### src/rtl/inv_mix_columns_sched_pkg.sv
// Shared types, constants and GF(2^8) helpers for the InvMixColumns scheduler.
// The field polynomial is x^8 + x^4 + x^3 + x + 1 (0x11B).
package inv_mix_columns_sched_pkg;

  localparam int COL_W    = 32;
  localparam int COL_LAT  = 1;
  localparam int NUM_COLS = 4;
  localparam int BLK_W    = COL_W * NUM_COLS;

  localparam logic [7:0] COEF_E = 8'h0E;
  localparam logic [7:0] COEF_B = 8'h0B;
  localparam logic [7:0] COEF_D = 8'h0D;
  localparam logic [7:0] COEF_9 = 8'h09;

  typedef enum logic [1:0] {
    ST_IDLE  = 2'd0,
    ST_ISSUE = 2'd1,
    ST_DRAIN = 2'd2,
    ST_HOLD  = 2'd3
  } state_e;

  function automatic logic [7:0] xtime(input logic [7:0] b);
    return {b[6:0], 1'b0} ^ (b[7] ? 8'h1B : 8'h00);
  endfunction

  // Shift-and-add multiply; with a constant coefficient this folds to a small XOR net.
  function automatic logic [7:0] gf_mul(input logic [7:0] a, input logic [7:0] c);
    logic [7:0] acc;
    logic [7:0] p;
    logic [7:0] cc;
    acc = 8'h00;
    p   = a;
    cc  = c;
    for (int i = 0; i < 8; i++) begin
      if (cc[0]) begin
        acc = acc ^ p;
      end
      p  = xtime(p);
      cc = cc >> 1;
    end
    return acc;
  endfunction

endpackage

### src/rtl/inv_mix_single_column.sv
// One-column InvMixColumns unit: 16 registered coefficient products, XOR-combined
// after the register, giving exactly one cycle of latency.
module inv_mix_single_column
  import inv_mix_columns_sched_pkg::*;
(
  input  logic             clk_i,
  input  logic             rst_i,
  input  logic [COL_W-1:0] col_i,
  output logic [COL_W-1:0] col_o
);

  // prod_q[r][c] holds byte r times coefficient c, c ordered 0E, 0B, 0D, 09.
  logic [3:0][3:0][7:0] prod_q;
  logic [3:0][7:0]      byte_s;

  for (genvar r = 0; r < 4; r++) begin : g_row
    assign byte_s[r] = col_i[COL_W-1-8*r -: 8];

    always_ff @(posedge clk_i) begin
      if (rst_i) begin
        prod_q[r] <= '0;
      end else begin
        prod_q[r][0] <= gf_mul(byte_s[r], COEF_E);
        prod_q[r][1] <= gf_mul(byte_s[r], COEF_B);
        prod_q[r][2] <= gf_mul(byte_s[r], COEF_D);
        prod_q[r][3] <= gf_mul(byte_s[r], COEF_9);
      end
    end

    assign col_o[COL_W-1-8*r -: 8] = prod_q[r][0]
                                   ^ prod_q[(r+1)%4][1]
                                   ^ prod_q[(r+2)%4][2]
                                   ^ prod_q[(r+3)%4][3];
  end

endmodule

### src/rtl/inv_mix_columns_sched.sv
// Scheduler that streams the four columns of a 128-bit state block through a
// single InvMixColumns column unit, with bypass for the final decryption round.
module inv_mix_columns_sched
  import inv_mix_columns_sched_pkg::*;
(
  input  logic             CLK,
  input  logic             RST,
  input  logic             IN_VALID,
  output logic             IN_READY,
  input  logic [0:BLK_W-1] IN,
  input  logic             BYPASS,
  input  logic             ABORT,
  output logic             OUT_VALID,
  input  logic             OUT_READY,
  output logic [0:BLK_W-1] OUT,
  output logic             BUSY
);

  localparam logic [1:0] CAP_OFFSET = 2'(COL_LAT);

  state_e             state_q;
  logic [1:0]         idx_q;
  logic [0:BLK_W-1]   in_q;
  logic [0:BLK_W-1]   out_q;
  logic               out_valid_q;
  logic               in_ready_q;
  logic               busy_q;

  logic [1:0]         wr_idx_s;
  logic [COL_W-1:0]   col_in_s;
  logic [COL_W-1:0]   col_res_s;

  assign col_in_s = in_q[{idx_q, 5'd0} +: COL_W];
  // The unit's result lags the issued index by its latency.
  assign wr_idx_s = idx_q - CAP_OFFSET;

  inv_mix_single_column u_col (
    .clk_i (CLK),
    .rst_i (RST),
    .col_i (col_in_s),
    .col_o (col_res_s)
  );

  always_ff @(posedge CLK) begin
    if (RST) begin
      state_q     <= ST_IDLE;
      idx_q       <= 2'd0;
      in_q        <= '0;
      out_q       <= '0;
      out_valid_q <= 1'b0;
      in_ready_q  <= 1'b1;
      busy_q      <= 1'b0;
    end else begin
      case (state_q)
        ST_IDLE: begin
          if (IN_VALID) begin
            in_q       <= IN;
            in_ready_q <= 1'b0;
            busy_q     <= 1'b1;
            idx_q      <= 2'd0;
            if (BYPASS) begin
              out_q       <= IN;
              out_valid_q <= 1'b1;
              state_q     <= ST_HOLD;
            end else begin
              state_q <= ST_ISSUE;
            end
          end
        end
        ST_ISSUE: begin
          if (ABORT) begin
            state_q    <= ST_IDLE;
            idx_q      <= 2'd0;
            in_ready_q <= 1'b1;
            busy_q     <= 1'b0;
          end else begin
            if (idx_q != 2'd0) begin
              out_q[{wr_idx_s, 5'd0} +: COL_W] <= col_res_s;
            end
            idx_q <= idx_q + 2'd1;
            if (idx_q == 2'd3) begin
              state_q <= ST_DRAIN;
            end
          end
        end
        ST_DRAIN: begin
          if (ABORT) begin
            state_q    <= ST_IDLE;
            in_ready_q <= 1'b1;
            busy_q     <= 1'b0;
          end else begin
            out_q[{2'd3, 5'd0} +: COL_W] <= col_res_s;
            out_valid_q                  <= 1'b1;
            state_q                      <= ST_HOLD;
          end
        end
        ST_HOLD: begin
          // ABORT wins over a simultaneous output handshake.
          if (ABORT || OUT_READY) begin
            state_q     <= ST_IDLE;
            out_valid_q <= 1'b0;
            in_ready_q  <= 1'b1;
            busy_q      <= 1'b0;
          end
        end
        default: begin
          state_q     <= ST_IDLE;
          idx_q       <= 2'd0;
          out_valid_q <= 1'b0;
          in_ready_q  <= 1'b1;
          busy_q      <= 1'b0;
        end
      endcase
    end
  end

  assign IN_READY  = in_ready_q;
  assign OUT_VALID = out_valid_q;
  assign OUT       = out_q;
  assign BUSY      = busy_q;

endmodule

### config.mk
export PLATFORM = sky130hd
export DESIGN_NAME = inv_mix_columns_sched
export DESIGN_NICKNAME = d
export VERILOG_FILES = /design/src/rtl/inv_mix_columns_sched_pkg.sv /design/src/rtl/inv_mix_single_column.sv /design/src/rtl/inv_mix_columns_sched.sv
export SDC_FILE = /design/constraint.sdc
export NUM_CORES = 1
export LEC_CHECK = 0
export CAP_MARGIN = 20
export CORE_MARGIN = 1.5
export CORE_UTILIZATION = 51
export CTS_CLUSTER_SIZE = 20
export DETAILED_ROUTE_END_ITERATION = 16
export PLACE_DENSITY = 0.76
export SLEW_MARGIN = 15
export SYNTH_ARGS = -nofsm -noshare
export SYNTH_HDL_FRONTEND = slang
export SYNTH_SLANG_ARGS = --single-unit
### constraint.sdc
create_clock -name CLK -period 3.4 [get_ports CLK]
set_input_delay 0.68 -clock CLK [delete_from_list [all_inputs] [get_ports CLK]]
set_output_delay 0.68 -clock CLK [all_outputs]
set_load 0.01 [all_outputs]
==> results_dict.tcl, run 1 <==
set metrics [dict create \
    yosys_warnings 0 \
    setup.worst_path.end_class "flip-flop" \
    synthTopCellsByArea "dfxtp_1 (45%), xnor2_1 (8.3%), nand2_1 (7.4%), nor2_1 (6.7%), a21oi_1 (6.2%)" \
    drt-initial-drc-count 1534 \
    grt.overflow.total 0 \
    drive_gt1_share_pct 8.39 \
    core_sq_um 33400 \
    synth-async-reset-ratio_pct 0 \
    synth-seq-cells 391 \
    h-tree-depth 2 \
    nFillCells 2646 \
    required_ps 3810 \
    utilization_pct 64.9 \
    track_usage_pct 31.4 \
    die_width_um 187 \
    power.density_nw_per_um2 1090 \
    io_pins 265 \
    tightest_slew_ps 1070 \
    grt_pass1_vias 14600 \
    max_freq_mhz 358 \
    yosysTopAreaCell "dfxtp_1" \
    dpl.cell_count 2590 \
    via_per_inst 5.72 \
    syn-num-nets 2134 \
    cpMaxStageDelayCell "mux4_1" \
    die_area_sq_um 35000 \
    die_y_um 187 \
    cts_root_buf "clkbuf_16" \
    cts.sinks 391 \
    slew_violations 0 \
    dr.pass1.iters 5 \
    layout-area-overhead-vs-synth_pct 25.4 \
    setup-tns-final_ps 0 \
    rows 67 \
    ant_nets 0 \
    port_buffers 264 \
    rsz0062_at_grt "no" \
    cp_data_arrival_time_ps 3200 \
    initial_utilization_pct 51.7 \
    antenna_found_initial 2 \
    final_nets 2329 \
    via_count 15200 \
    fin_worst_skew_ps 12.9 \
    fin_crit_sh_pct 82.2 \
    slew_headroom_pct 27.8 \
    clk_pin_slew_ps 60 \
    grt_max_degree 106 \
    drv_cap 0 \
    ys_seq_area_share_pct 45.2 \
    path_class "flip-flop to flip-flop" \
    post_drt_wl_per_cell_um 21.0 \
    synth-main-ff-cell "dfxtp_1" \
    cts_max_path_buffers 3 \
    p_leak_nw 7.63 \
    clk_latency_ps 540 \
    path_cells "buf_4 > mux4_1 > xor2_2 > xnor2_2 > xnor2_1 > nor2_1" \
    status "completed" \
    finalSetupViolCount 0 \
    postSynthCellCount 1991 \
    cp-start-kind "flip-flop" \
    holdBufCountCts 0 \
    synth_top_area_share_pct 45.2 \
    dp_hpwl_um 40000 \
    post-route-drc-count 0 \
    numCtsBuffers 41 \
    antennaDiodeCount 0 \
    cts_tree "done" \
    globalplace.congestion 0.918 \
    min_period_ps 2800 \
    peakVddDrop_mv 0.568 \
    grt_pass1_wl_um 85400 \
    avgSynthCellArea_sq_um 8.69 \
    cp_max_fo 10 \
    synth_edf_count 0 \
    stdcell_count 2665 \
    min_path_type "flip-flop to flip-flop" \
    power_mw 23.7 \
    cts_setup_buffers 0 \
    hold_viol 0 \
    cpPeakStageDelay_ps 930 \
    finalWirelength_um 55900 \
    netlist_area_sq_um 17300 \
    cts-resized-gates 0 \
    ys_types 44 \
]
-- synth_stat cells (3+ instances only) --
| cell | n |
|---|---|
| o21a_1 | 5 |
| xnor2_4 | 8 |
| mux4_2 | 26 |
| nor3_1 | 72 |
| a211oi_1 | 97 |
| o21ai_1 | 3 |
| dfxtp_1 | 391 |
| buf_4 | 4 |
| mux4_1 | 6 |
| a21oi_1 | 213 |
| nor2_1 | 310 |
| xor2_4 | 4 |
| or2_2 | 14 |
| buf_2 | 13 |
| clkbuf_1 | 119 |
| and2_1 | 10 |
| buf_6 | 3 |
| xor2_2 | 5 |
| buf_1 | 13 |
| nand2_1 | 343 |
| xnor2_2 | 10 |
| nor2b_1 | 4 |
| inv_1 | 9 |
| o211ai_1 | 64 |
| xnor2_1 | 163 |
| ha_1 | 9 |
| xor2_1 | 48 |
| o21ai_0 | 4 |
-- state kept, by name (all words and copies together), names as in the netlist --
signal	count
OUT	128
in_q	128
u_col.prod_q	128
idx_q	2
state_q	2
BUSY	1
IN_READY	1
OUT_VALID	1
-- cells in the final DEF, fill, tap and decap left out, types with 11 or more instances in the layout --
cell and count:
nor3_1 72, dfxtp_1 390, a21oi_1 213, nor2_1 310, xor2_1 48, a211oi_1 97
clkdlybuf4s50_1 263, mux4_2 26, xnor2_1 163, clkbuf_8 11, or2_2 14, clkbuf_16 43
nand2_1 342, o211ai_1 64, buf_4 30
-- worst max-delay path, delay by kind of cell (launching register included) --
kind | cells | cell delay, ps
xor+xnor | 3 | 1080
buf+inv | 1 | 220
flops | 1 | 350
mux | 1 | 930
simple gates | 1 | 80
-- path summary, 6_finish.rpt --
check / start / end / slack (ps) / cells after the start
max: idx_q[0] / u_col.prod_q[12] / 600 / 6
min: in_q[24] / in_q[24] / 450 / 2
max reg2reg: idx_q[0] / u_col.prod_q[12] / 600 / 6
min reg2reg: in_q[24] / in_q[24] / 450 / 2
-- cell families (layout without fill, tap and decap cells) --
kind of cell | count (synthesis) | after routing | synth area share (%)
flip-flops | 391 | 391 | 45.2
multiplexers | 34 | 34 | 4.41
XOR/XNOR | 240 | 240 | 14.3
buffers and inverters | 162 | 388 | 3.92
AO/OA/AOI/OAI | 393 | 393 | 13.9
adder cells (fa/ha/maj) | 9 | 9 | 0.651
AND/OR/NAND/NOR | 762 | 762 | 17.6
-- area by class of cell --
type,instances,area (sq um),share of cell area [%]
Timing Repair Buffer,305,3080,14.2
Sequential cell,391,7830,36.1
Multi-Input combinational cell,1438,8840,40.7
Inverter,9,33.8,0.156
Tap cell,448,561,2.58
Clock buffer,63,1260,5.81
Clock inverter,11,90.1,0.415
-- power by group --
group	switching, mW	leakage [nW]	total (mW)	internal (mW)
clock	1.85	0.670	4.49	2.64
sequential	0.924	3.22	7.13	6.21
combinational	7.31	3.74	12.1	4.77
-- layer usage --
| metal | share of wire (%) | GRT usage, % | up-vias |
|---|---|---|---|
| met3 | 8.2 | 4.99 | 175 |
| met1 | 38 | 38.9 | 7220 |
| met4 | 6.1 | 17.8 | 4 |
| li1 | - | - | 7054 |
| met5 | 0.047 | 0 | - |
| met2 | 47 | 52.1 | 779 |
-- stage by stage --
stage / setup slack [ps] / hold slack [ps] / instance area, sq um
6_report: 605 / 452 / 21700
3_5_place_dp: 342 / 444 / 20300
2_1_floorplan: 759 / 432 / 17300
5_1_grt: 537 / 473 / 21700
3_3_place_gp: 394 / 439 / 20300
4_1_cts: 651 / 452 / 21700
Power figures use the tool's default switching activity.
==> run 2: changes to the inputs <==
Settings changed: CORE_UTILIZATION 51 to 49.
Clock period 3.4 ns to 2.2 ns, I/O delays scaled along.
==> results_dict.tcl, run 2 (synthesis gave the netlist of run 1 again) <==
set metrics [dict create \
    die_area_sq_um 36400 \
    grt_pass1_vias 15600 \
    fin_crit_sh_pct 103 \
    cts_max_path_buffers 3 \
    track_usage_pct 32.3 \
    peakVddDrop_mv 0.849 \
    min_path_type "primary input to flip-flop" \
    cp_data_arrival_time_ps 2670 \
    hold_viol 0 \
    drive_gt1_share_pct 16.9 \
    ant_nets 0 \
    reg2reg_slack_ps -60 \
    cts_root_buf "clkbuf_16" \
    antenna_found_initial 0 \
    grt.overflow.total 0 \
    core_sq_um 34600 \
    final_nets 2486 \
    min_path_cells 2 \
    via_count 16300 \
    drt-initial-drc-count 1613 \
    post_drt_wl_per_cell_um 22.1 \
    switching_share_pct 41.6 \
    comb_power_share_pct 55.8 \
    min_period_ps 2260 \
    cp-start-kind "flip-flop" \
    clk_pin_slew_ps 60 \
    port_buffers 264 \
    dp_hpwl_um 43300 \
    post-route-drc-count 0 \
    drv_cap 0 \
    layout-area-overhead-vs-synth_pct 37.5 \
    rows 68 \
    hp-start "RST" \
    whs_endpoint "u_col.prod_q[51]" \
    regArea_sq_um 7830 \
    layout_commonest_cell "dfxtp_1" \
    wl_met1_um 23000 \
    r2r_cells 7 \
    initial_utilization_pct 50.0 \
    h-tree-depth 2 \
    setup-tns-final_ps -445 \
    path_class "flip-flop to flip-flop" \
    met3_length_um 5030 \
    reg2reg_to "u_col.prod_q[93]" \
    p_switching_mw 17.3 \
    die_y_um 191 \
    grt_pass1_wl_um 89700 \
    max_freq_mhz 442 \
    antennaDiodeCount 0 \
    final_cell_mix "dfxtp_1 (389), nand2_1 (342), nor2_1 (309)" \
    status "complete, but fails checks" \
    placed_cell_area_sq_um 21700 \
    final_area_sq_um 23800 \
    p_leak_nw 8.64 \
    clockPowerShare_pct 17.2 \
    utilization_pct 68.7 \
    cts.sinks 391 \
    sequentialPowerShare_pct 27.0 \
    power.density_nw_per_um2 1750 \
    holdBufCountCts 0 \
    slew_violations 0 \
    wl_met2_um 29300 \
    worst_slack_ps -60.5 \
    finalSetupViolCount 21 \
    tightest_slew_ps 728 \
    die_width_um 191 \
    slew_headroom_pct 51.1 \
    nFillCells 2601 \
    required_ps 2610 \
    worstReg2RegStart "idx_q[0]" \
    multi_input_area_sq_um 9280 \
    rsz0062_at_grt "yes" \
    grt_max_degree 71 \
    p_int_mw 24.2 \
    globalplace.congestion 1.00 \
    cts_tree "done" \
    fin_worst_skew_ps 27.7 \
    numCtsBuffers 41 \
    top_layer "met4" \
    dr.pass1.iters 5 \
    via_per_inst 5.75 \
    finalWirelength_um 62400 \
    violations "setup timing" \
    clk_latency_ps 550 \
    setup.worst_path.end_class "flip-flop" \
    cp_max_fo 14 \
    io_pins 265 \
]
run 2: cell types whose count changed in the layout (fill, tap and decap cells not counted), moves of 11 or more:
cell      previous run  this run
a211oi_1            97        73
buf_12              10        36
a211oi_2             0        24
xor2_1              48        37
buf_6                1        14
buf_4               30       144
run 2: what timing repair did:
item,CTS,global route
gates cloned,0,6
setup buffers,6,9
pin swaps,6,8
resized for setup,21,70
setup endpoints to repair,113,160
run 2: cell type report:
class	instances	share of cell area, %
repair buffers	462	19.8
clock buffers	56	4.72
well taps	455	2.39
multi-input cells	1438	39.0
inverters	9	0.142
clock inverters	17	1.04
flip-flops and latches	391	32.9
run 2: how the worst max path moves through the flow:
| stage | startpoint | endpoint | cells past startpoint |
|---|---|---|---|
| after floorplan | idx_q[0] | u_col.prod_q[36] | 7 |
| after global placement | BYPASS | OUT[35] | 8 |
| after detailed placement | IN_VALID | OUT[37] | 8 |
| after CTS | idx_q[0] | u_col.prod_q[78] | 8 |
| after global routing | idx_q[0] | u_col.prod_q[78] | 8 |
| final | idx_q[0] | u_col.prod_q[93] | 7 |
run 2: power groups by stage:
stage                     logic [mW]  clock network, mW  registers (mW)
after floorplan                 10.9                  0            11.3
after global placement          20.6                  0            11.2
after detailed placement        21.0                  0            11.2
after CTS                       21.4               7.15            11.2
after global routing            24.4               7.44            11.4
final                           23.2               7.13            11.2
run 2: per-stage QoR:
stage / total power, mW / setup WS [ps] / cells / hold WS, ps
2_1_floorplan: 22.2 / -0.375 / 1991 / 432
3_3_place_gp: 31.8 / -179 / 2734 / 439
3_5_place_dp: 32.2 / -176 / 2734 / 446
4_1_cts: 39.7 / -48.4 / 2813 / 252
5_1_grt: 43.3 / -147 / 2828 / 278
6_report: 41.5 / -60.5 / 2828 / 282
run 2: worst max-delay path, cell delays in order, from the launching register on:
cell,delay [ps]
dfxtp_4,400
buf_12,180
mux4_1,570
buf_4,190
xor2_4,180
xnor2_4,260
xor2_1,250
nor2_1,80
run 2: layer usage:
layer  up-vias  global-route usage, %
li1       7350                      -
met1      7706                   38.9
met2       942                   53.9
met3       269                   4.26
met4         0                   21.4
met5         -                      0
==> run 3: changes to the inputs <==
Settings changed: CORE_MARGIN 1.5 to not set, SKIP_LAST_GASP set to 1.
==> results_dict.tcl, run 3 (synthesis gave the netlist of run 1 again) <==
set metrics [dict create \
    path_class "flip-flop to flip-flop" \
    slew_headroom_pct 51.0 \
    tightest_slew_ps 730 \
    layout-area-overhead-vs-synth_pct 38.2 \
    finalSetupViolCount 56 \
    via_count 16300 \
    io_pins 265 \
    drive_gt1_share_pct 16.9 \
    utilization_pct 69.0 \
    cp_data_arrival_time_ps 2730 \
    comb_power_share_pct 55.1 \
    die_y_um 190 \
    clk_latency_ps 550 \
    grt.overflow.total 0 \
    min_period_ps 2270 \
    fin_crit_sh_pct 103 \
    via_per_inst 5.74 \
    min_path_type "primary input to flip-flop" \
    peakVddDrop_mv 0.974 \
    grt_pass1_wl_um 88800 \
    antenna_found_initial 3 \
    switching_share_pct 41.1 \
    finalWirelength_um 61900 \
    core_sq_um 34600 \
    p_switching_mw 17.3 \
    drt-initial-drc-count 1611 \
    sequentialPowerShare_pct 26.6 \
    die_width_um 190 \
    globalplace.congestion 1.01 \
    status "complete, but fails checks" \
    rows 68 \
    grt_max_degree 69 \
    grt_pass1_vias 15500 \
    required_ps 2660 \
    drv_cap 0 \
    port_buffers 264 \
    post_drt_wl_per_cell_um 21.8 \
    post-route-drc-count 0 \
    numCtsBuffers 41 \
    setup-tns-final_ps -1400 \
    track_usage_pct 32.3 \
    rsz0062_at_grt "yes" \
    die_area_sq_um 36100 \
    hold_viol 0 \
    clockPowerShare_pct 18.4 \
    h-tree-depth 2 \
    power.density_nw_per_um2 1760 \
    cp_max_fo 11 \
    worst_slack_ps -71.6 \
    initial_utilization_pct 50.0 \
    cts_tree "done" \
    max_freq_mhz 440 \
    cts_max_path_buffers 3 \
    clk_pin_slew_ps 60 \
    violations "setup timing" \
    power_mw 42.2 \
    p_int_mw 24.8 \
    p_leak_nw 8.73 \
    slew_violations 0 \
    pre_cts_slack_ps -178 \
    cts_root_buf "clkbuf_16" \
    dr.pass1.iters 6 \
    ant_nets 0 \
    layout_commonest_cell "dfxtp_1" \
    dp_hpwl_um 42400 \
    final_cell_mix "dfxtp_1 (389), nand2_1 (342), nor2_1 (310)" \
    final_nets 2489 \
    fin_worst_skew_ps 21.5 \
    setup.worst_path.end_class "flip-flop" \
    cts.sinks 391 \
    cp-start-kind "flip-flop" \
]
-- run 3: final timing paths --
check | start | to | slack [ps] | cells after the start
worst max register to register | idx_q[1] | OUT[12] | -70 | 11
worst max-delay path | idx_q[1] | OUT[12] | -70 | 11
worst min register to register | in_q[106] | in_q[106] | 450 | 2
worst min-delay path | RST | in_q[48] | 300 | 2
-- run 3: repair_timing --
action	4_1_cts	5_1_grt
resized for setup	12	64
gates cloned	1	7
pin swaps	7	36
hold buffers	0	0
setup buffers	7	13
endpoints found under the setup margin	120	134
-- run 3: per-stage QoR --
step,instances,hold WS (ps),cell area [sq um]
6_report,2834,305,23900
5_1_grt,2833,326,23900
4_1_cts,2813,285,23200
3_5_place_dp,2730,443,21600
3_3_place_gp,2730,441,21600
2_1_floorplan,1991,432,17400
-- run 3: area by class of cell --
class	instances	area, sq um
diodes	1	2.50
clock buffers	56	1200
clock inverters	19	307
fillers	2521	10700
inverters	9	33.8
multi-input cells	1438	9290
flip-flops and latches	391	7830
well taps	455	569
repair buffers	465	4660
-- run 3: worst max-delay path, cell delays in order, from the launching register on --
cell       delay (ps)
dfxtp_2           410
buf_4             140
inv_1              80
ha_4              200
o21a_4            210
nor3_4            220
buf_4             150
buf_4             110
o21a_4            220
clkbuf_16         210
nor2_1             50
nor3_1            190
-- run 3: layer usage --
layer	up-vias	GRT usage (%)	wire, um
li1	7361	-	-
met1	7660	38.7	22700
met2	984	53.6	28800
met3	265	4.46	5390
met4	4	22.2	4970
met5	-	0	24
-- run 3: power groups by stage --
| stage | clock (mW) | combinational, mW | sequential (mW) |
|---|---|---|---|
| after global placement | 0 | 20.3 | 11.2 |
| after CTS | 7.73 | 21.2 | 11.1 |
| after floorplan | 0 | 10.9 | 11.3 |
| after global routing | 8.03 | 24.3 | 11.4 |
| after detailed placement | 0 | 20.6 | 11.2 |
| final | 7.74 | 23.2 | 11.2 |
==> RTL edit 1 (config.mk and constraints of run 1) <==
Set the package constant `NUM_COLS` to 5 (it was 4).
--- a/src/rtl/inv_mix_columns_sched_pkg.sv
+++ b/src/rtl/inv_mix_columns_sched_pkg.sv
@@ -4,7 +4,7 @@
 
   localparam int COL_W    = 32;
   localparam int COL_LAT  = 1;
-  localparam int NUM_COLS = 4;
+  localparam int NUM_COLS = 5;
   localparam int BLK_W    = COL_W * NUM_COLS;
 
   localparam logic [7:0] COEF_E = 8'h0E;
Ports: changed (resized IN and OUT); port bits go from 265 to 329. The function was not compared with the original's and may differ.
==> RTL edit 1 against run 1 <==
- sequential cell count grew 32
- clock skew grew 4.8 ps
- sequential share of layout area grew 0.19 points
- synthesized cell count grew 2.2%
- design area grew 7.6%
- die area grew 5.6%
- hold slack lost 2.2 ps
- power shrank 3.0%
- routed wire length grew 5.7%
- first-iteration DRC count grew 2.0%
- setup slack lost 43 ps
- area after synthesis grew 5.7%
- largest power group unchanged
==> RTL edit 1: results (changes against run 1) <==
| Metric | Value |
|---|---|
| Vias | 16100 (was 15200) |
| RR Startpoint | state_q[1] (was idx_q[0]) |
| Syn Inst Count | 2034 (was 1991) |
| Status | finished, final reports clean (unchanged) |
| Crit-path max cell delay | 650 ps (was 930 ps) |
| Area contributors post-synth | dfxtp_1 (46%), nand2_1 (7.7%), xnor2_1 (6.3%), a21oi_1 (5.9%), nor2_1 (5.1%) (was dfxtp_1 (45%), xnor2_1 (8.3%), nand2_1 (7.4%), nor2_1 (6.7%), a21oi_1 (6.2%)) |
| Power Density | 984 mW/mm^2 (was 1090 mW/mm^2) |
| CP max FO | 62 (was 10) |
| DR WL met2 | 28000 um (was 26400 um) |
| Post-Syn Nets | 2209 (was 2134) |
| DP HPWL | 41400 um (was 40000 um) |
| Clk_lat worst skew | 560 ps (was 540 ps) |
| Seq/Total Area, Yosys | 46.3% (was 45.2%) |
| Placed cells | 2708 (was 2590) |
| Met3 Wirelength | 4860 um (was 4570 um) |
| Worst slew margin | 37.8% (was 27.8%) |
| Hold Startpoint | in_q[26] (was in_q[24]) |
| Psw | 9540 uW (was 10100 uW) |
| Drt initial violations | 1565 (was 1534) |
| Critical Path AT | 3330 ps (was 3200 ps) |
| Reg2reg end | OUT[159] (was u_col.prod_q[12]) |
| Dpl cell area | 0.0220 mm^2 (was 0.0203 mm^2) |
| Largest net degree at the start of global routing | 93 (was 106) |
| Global router's overall resource usage | 31.4% (about the same) |
| CTS Buf Count | 45 (was 41) |
| Routed wire per std cell | 21.2 um (was 21.0 um) |
| Initial antenna violation count | 3 (was 2) |
| R2R depth | 9 (was 6) |
| Post-synth top cells | dfxtp_1 (423), nand2_1 (377), nor2_1 (247) (was dfxtp_1 (391), nand2_1 (343), nor2_1 (310)) |
| Register area | 0.00847 mm^2 (was 0.00783 mm^2) |
| M2 GR Usage | 51.0% (was 52.1%) |
| IO Port Bufs | 328 (was 264) |
| Slowest cell on crit path | buf_4 (was mux4_1) |
| Reg2Reg Setup Slack | 560 ps (was 600 ps) |
| Worst hold margin | 450 ps (was 452 ps) |
| M1 WL | 23200 um (was 21500 um) |
| Delay-heaviest family, CP | buffers and inverters (was XOR/XNOR gates) |
| Hold Path Sink | in_q[26] (was in_q[24]) |
| Setup slack after placement | 318 ps (was 342 ps) |
| Met3 Usage GRT | 5.76% (was 4.99%) |
| Leak | 0.00854 uW (was 0.00763 uW) |
| Setup crit start | state_q[1] (was idx_q[0]) |
| Setup Skew | 17.7 ps (was 12.9 ps) |
| Netlist cell types | 49 (was 44) |
[RTL edit 1: worst register-to-register path, cell delays in order, from the launching register on]
cell and delay, ps:
dfxtp_1 380, inv_1 100, ha_1 300, clkinv_2 90, buf_4 410, buf_4 650
and3_1 270, buf_4 310, nand2_1 120, a21oi_1 140
[RTL edit 1: cells by family after synthesis]
kind of cell	Yosys count	share of synthesized area, %
compound gates	420	15.0
xor+xnor	244	13.9
fa+ha+maj	9	0.616
buf+inv	175	4.11
flops	423	46.3
mux	36	4.25
simple gates	727	15.9
[RTL edit 1: final cells by class]
class                      instances  area share (%)
clock inverter                    12           0.305
tap                              461            2.47
antenna                            2          0.0214
timing repair buffer             381            16.2
clock buffer                      66            5.63
inverter                           7           0.118
multi-input combinational       1436            39.0
sequential                       423            36.3
==> RTL edit 2 (config.mk and constraints of run 1) <==
Without the edit above. Make the reset (`RST` and `rst_i`) asynchronous in 2 clocked blocks.
--- a/src/rtl/inv_mix_single_column.sv
+++ b/src/rtl/inv_mix_single_column.sv
@@ -16,7 +16,7 @@
   for (genvar r = 0; r < 4; r++) begin : g_row
     assign byte_s[r] = col_i[COL_W-1-8*r -: 8];
 
-    always_ff @(posedge clk_i) begin
+    always_ff @(posedge clk_i or posedge rst_i) begin
       if (rst_i) begin
         prod_q[r] <= '0;
       end else begin
--- a/src/rtl/inv_mix_columns_sched.sv
+++ b/src/rtl/inv_mix_columns_sched.sv
@@ -41,7 +41,7 @@
     .col_o (col_res_s)
   );
 
-  always_ff @(posedge CLK) begin
+  always_ff @(posedge CLK or posedge RST) begin
     if (RST) begin
       state_q     <= ST_IDLE;
       idx_q       <= 2'd0;
Function: changed (a bounded check fails within 4 cycles, from zero or initial values and one cycle with RST high; the reset may be asserted at any time).
==> RTL edit 2 against run 1 <==
- routed wire length is 7.9% lower
- cell count is 17% lower
- die area is 3.4% higher
- clock skew is 4.2 ps higher
- area after synthesis is 3.5% higher
- first-iteration DRC count is 31% lower
- sequential cell count stayed put
- setup slack worse by 61 ps
- design area is 3.2% higher
- non-clock buffer count is 7 lower
- critical path type unchanged
Power is left out: the tool's default activity adds up to more than one toggle a clock period on the data nets, which glitch-free logic cannot reach.
==> RTL edit 2: results (changes against run 1) <==
| Metric | Value |
|---|---|
| Status | finished, final reports clean (unchanged) |
| Final Non-Filler Cells | 2200 (was 2665) |
| Largest net degree at the start of global routing | 116 (was 106) |
| Post-synthesis adder-cell area fraction | 0.629% (was 0.651%) |
| Netlist cell types | 43 (was 44) |
| R2R depth | 7 (was 6) |
| Layout cells sized above 1 | 11.6% (was 8.39%) |
| Nets | 1862 (was 2329) |
| Initial antenna violation count | 2 (unchanged) |
| Seq/Total Area, Yosys | 54.7% (was 45.2%) |
| Setup Skew | 17.1 ps (was 12.9 ps) |
| DR WL met2 | 23900 um (was 26400 um) |
| H-Tree Depth | 2 (unchanged) |
| Clk_lat worst skew | 540 ps (about the same) |
| Placed cells | 2132 (was 2590) |
| Post-synth top cells | dfrtp_1 (390), xnor2_1 (206), nand2_1 (132) (was dfxtp_1 (391), nand2_1 (343), nor2_1 (310)) |
| Routed wire per std cell | 23.4 um (was 21.0 um) |
| Reg2reg end | OUT[114] (was u_col.prod_q[12]) |
| Primary FF master, synth | dfrtp_1 (was dfxtp_1) |
| Slowest cell on crit path | dfrtp_2 (was mux4_1) |
| CTS Buf Count | 40 (was 41) |
| Vias per inst | 5.73 (was 5.72) |
| Worst slew margin | 38.4% (was 27.8%) |
| Met3 Wirelength | 4760 um (was 4570 um) |
| Crit-path max cell delay | 690 ps (was 930 ps) |
| Vias in the first global route | 13300 (was 14600) |
| Async SR Flop Fraction | 100% (was 0%) |
| CP max FO | 17 (was 10) |
| Dpl cell area | 0.0211 mm^2 (was 0.0203 mm^2) |
| Setup slack after placement | 530 ps (was 342 ps) |
| Worst hold margin | 475 ps (was 452 ps) |
| Fin crit share | 84.0% (was 82.2%) |
| Setup crit start | idx_q[0] (unchanged) |
| Drt initial violations | 1061 (was 1534) |
| Met1 Use GR | 40.6% (was 38.9%) |
| Critical Path AT | 3260 ps (was 3200 ps) |
| Mux cell area share after synthesis | 6.27% (was 4.41%) |
| Post-Syn Nets | 1625 (was 2134) |
| Post_cts resized | 0 (unchanged) |
| Hold WC Path Type | reg2reg (unchanged) |
| Global router's overall resource usage | 29.1% (was 31.4%) |
| M2 GR Usage | 45.1% (was 52.1%) |
| M1 WL | 21300 um (was 21500 um) |
| DP HPWL | 37300 um (was 40000 um) |
| Syn Inst Count | 1482 (was 1991) |
| Met3 Usage GRT | 6.72% (was 4.99%) |
| Reg2Reg Setup Slack | 540 ps (was 600 ps) |
| Placer Congestion | 0.880 (was 0.918) |
| Area contributors post-synth | dfrtp_1 (55%), xnor2_1 (10%), o221ai_1 (4.7%), o21a_1 (4.1%), mux4_2 (4.0%) (was dfxtp_1 (45%), xnor2_1 (8.3%), nand2_1 (7.4%), nor2_1 (6.7%), a21oi_1 (6.2%)) |
| Xor and xnor area share after synthesis | 14.9% (was 14.3%) |
| Compound-Gate Fraction of Synth Area | 15.0% (was 13.9%) |
| First-pass GRT wire length | 78700 um (was 85400 um) |
RTL edit 2: cell types whose count changed after synthesis, moves of 112 or more:
cell,change
nand2_1,-211
dfrtp_1,+390
nor2_1,-305
inv_1,+112
dfxtp_1,-391
a21oi_1,-208
RTL edit 2: worst min-delay path by stage:
stage | start | end | cells after the start
finish | in_q[79] | in_q[79] | 2
global route | in_q[81] | in_q[81] | 2
CTS | in_q[79] | in_q[79] | 2
global placement | in_q[79] | in_q[79] | 2
detailed placement | in_q[79] | in_q[79] | 2
floorplan | in_q[64] | in_q[64] | 2
RTL edit 2: layout make-up:
type,count,area [um^2]
multi-input combinational,866,7270
timing repair buffer,298,3020
sequential,391,9790
clock buffer,56,1150
antenna,1,2.50
tap,455,569
clock inverter,11,114
fill,2645,12200
inverter,122,462
RTL edit 2: critical path: cells and delay by family (launching register included):
kind	cells	cell delay, ps
flops	1	690
buf+inv	3	680
compound gates	3	1000
fa+ha+maj	1	370
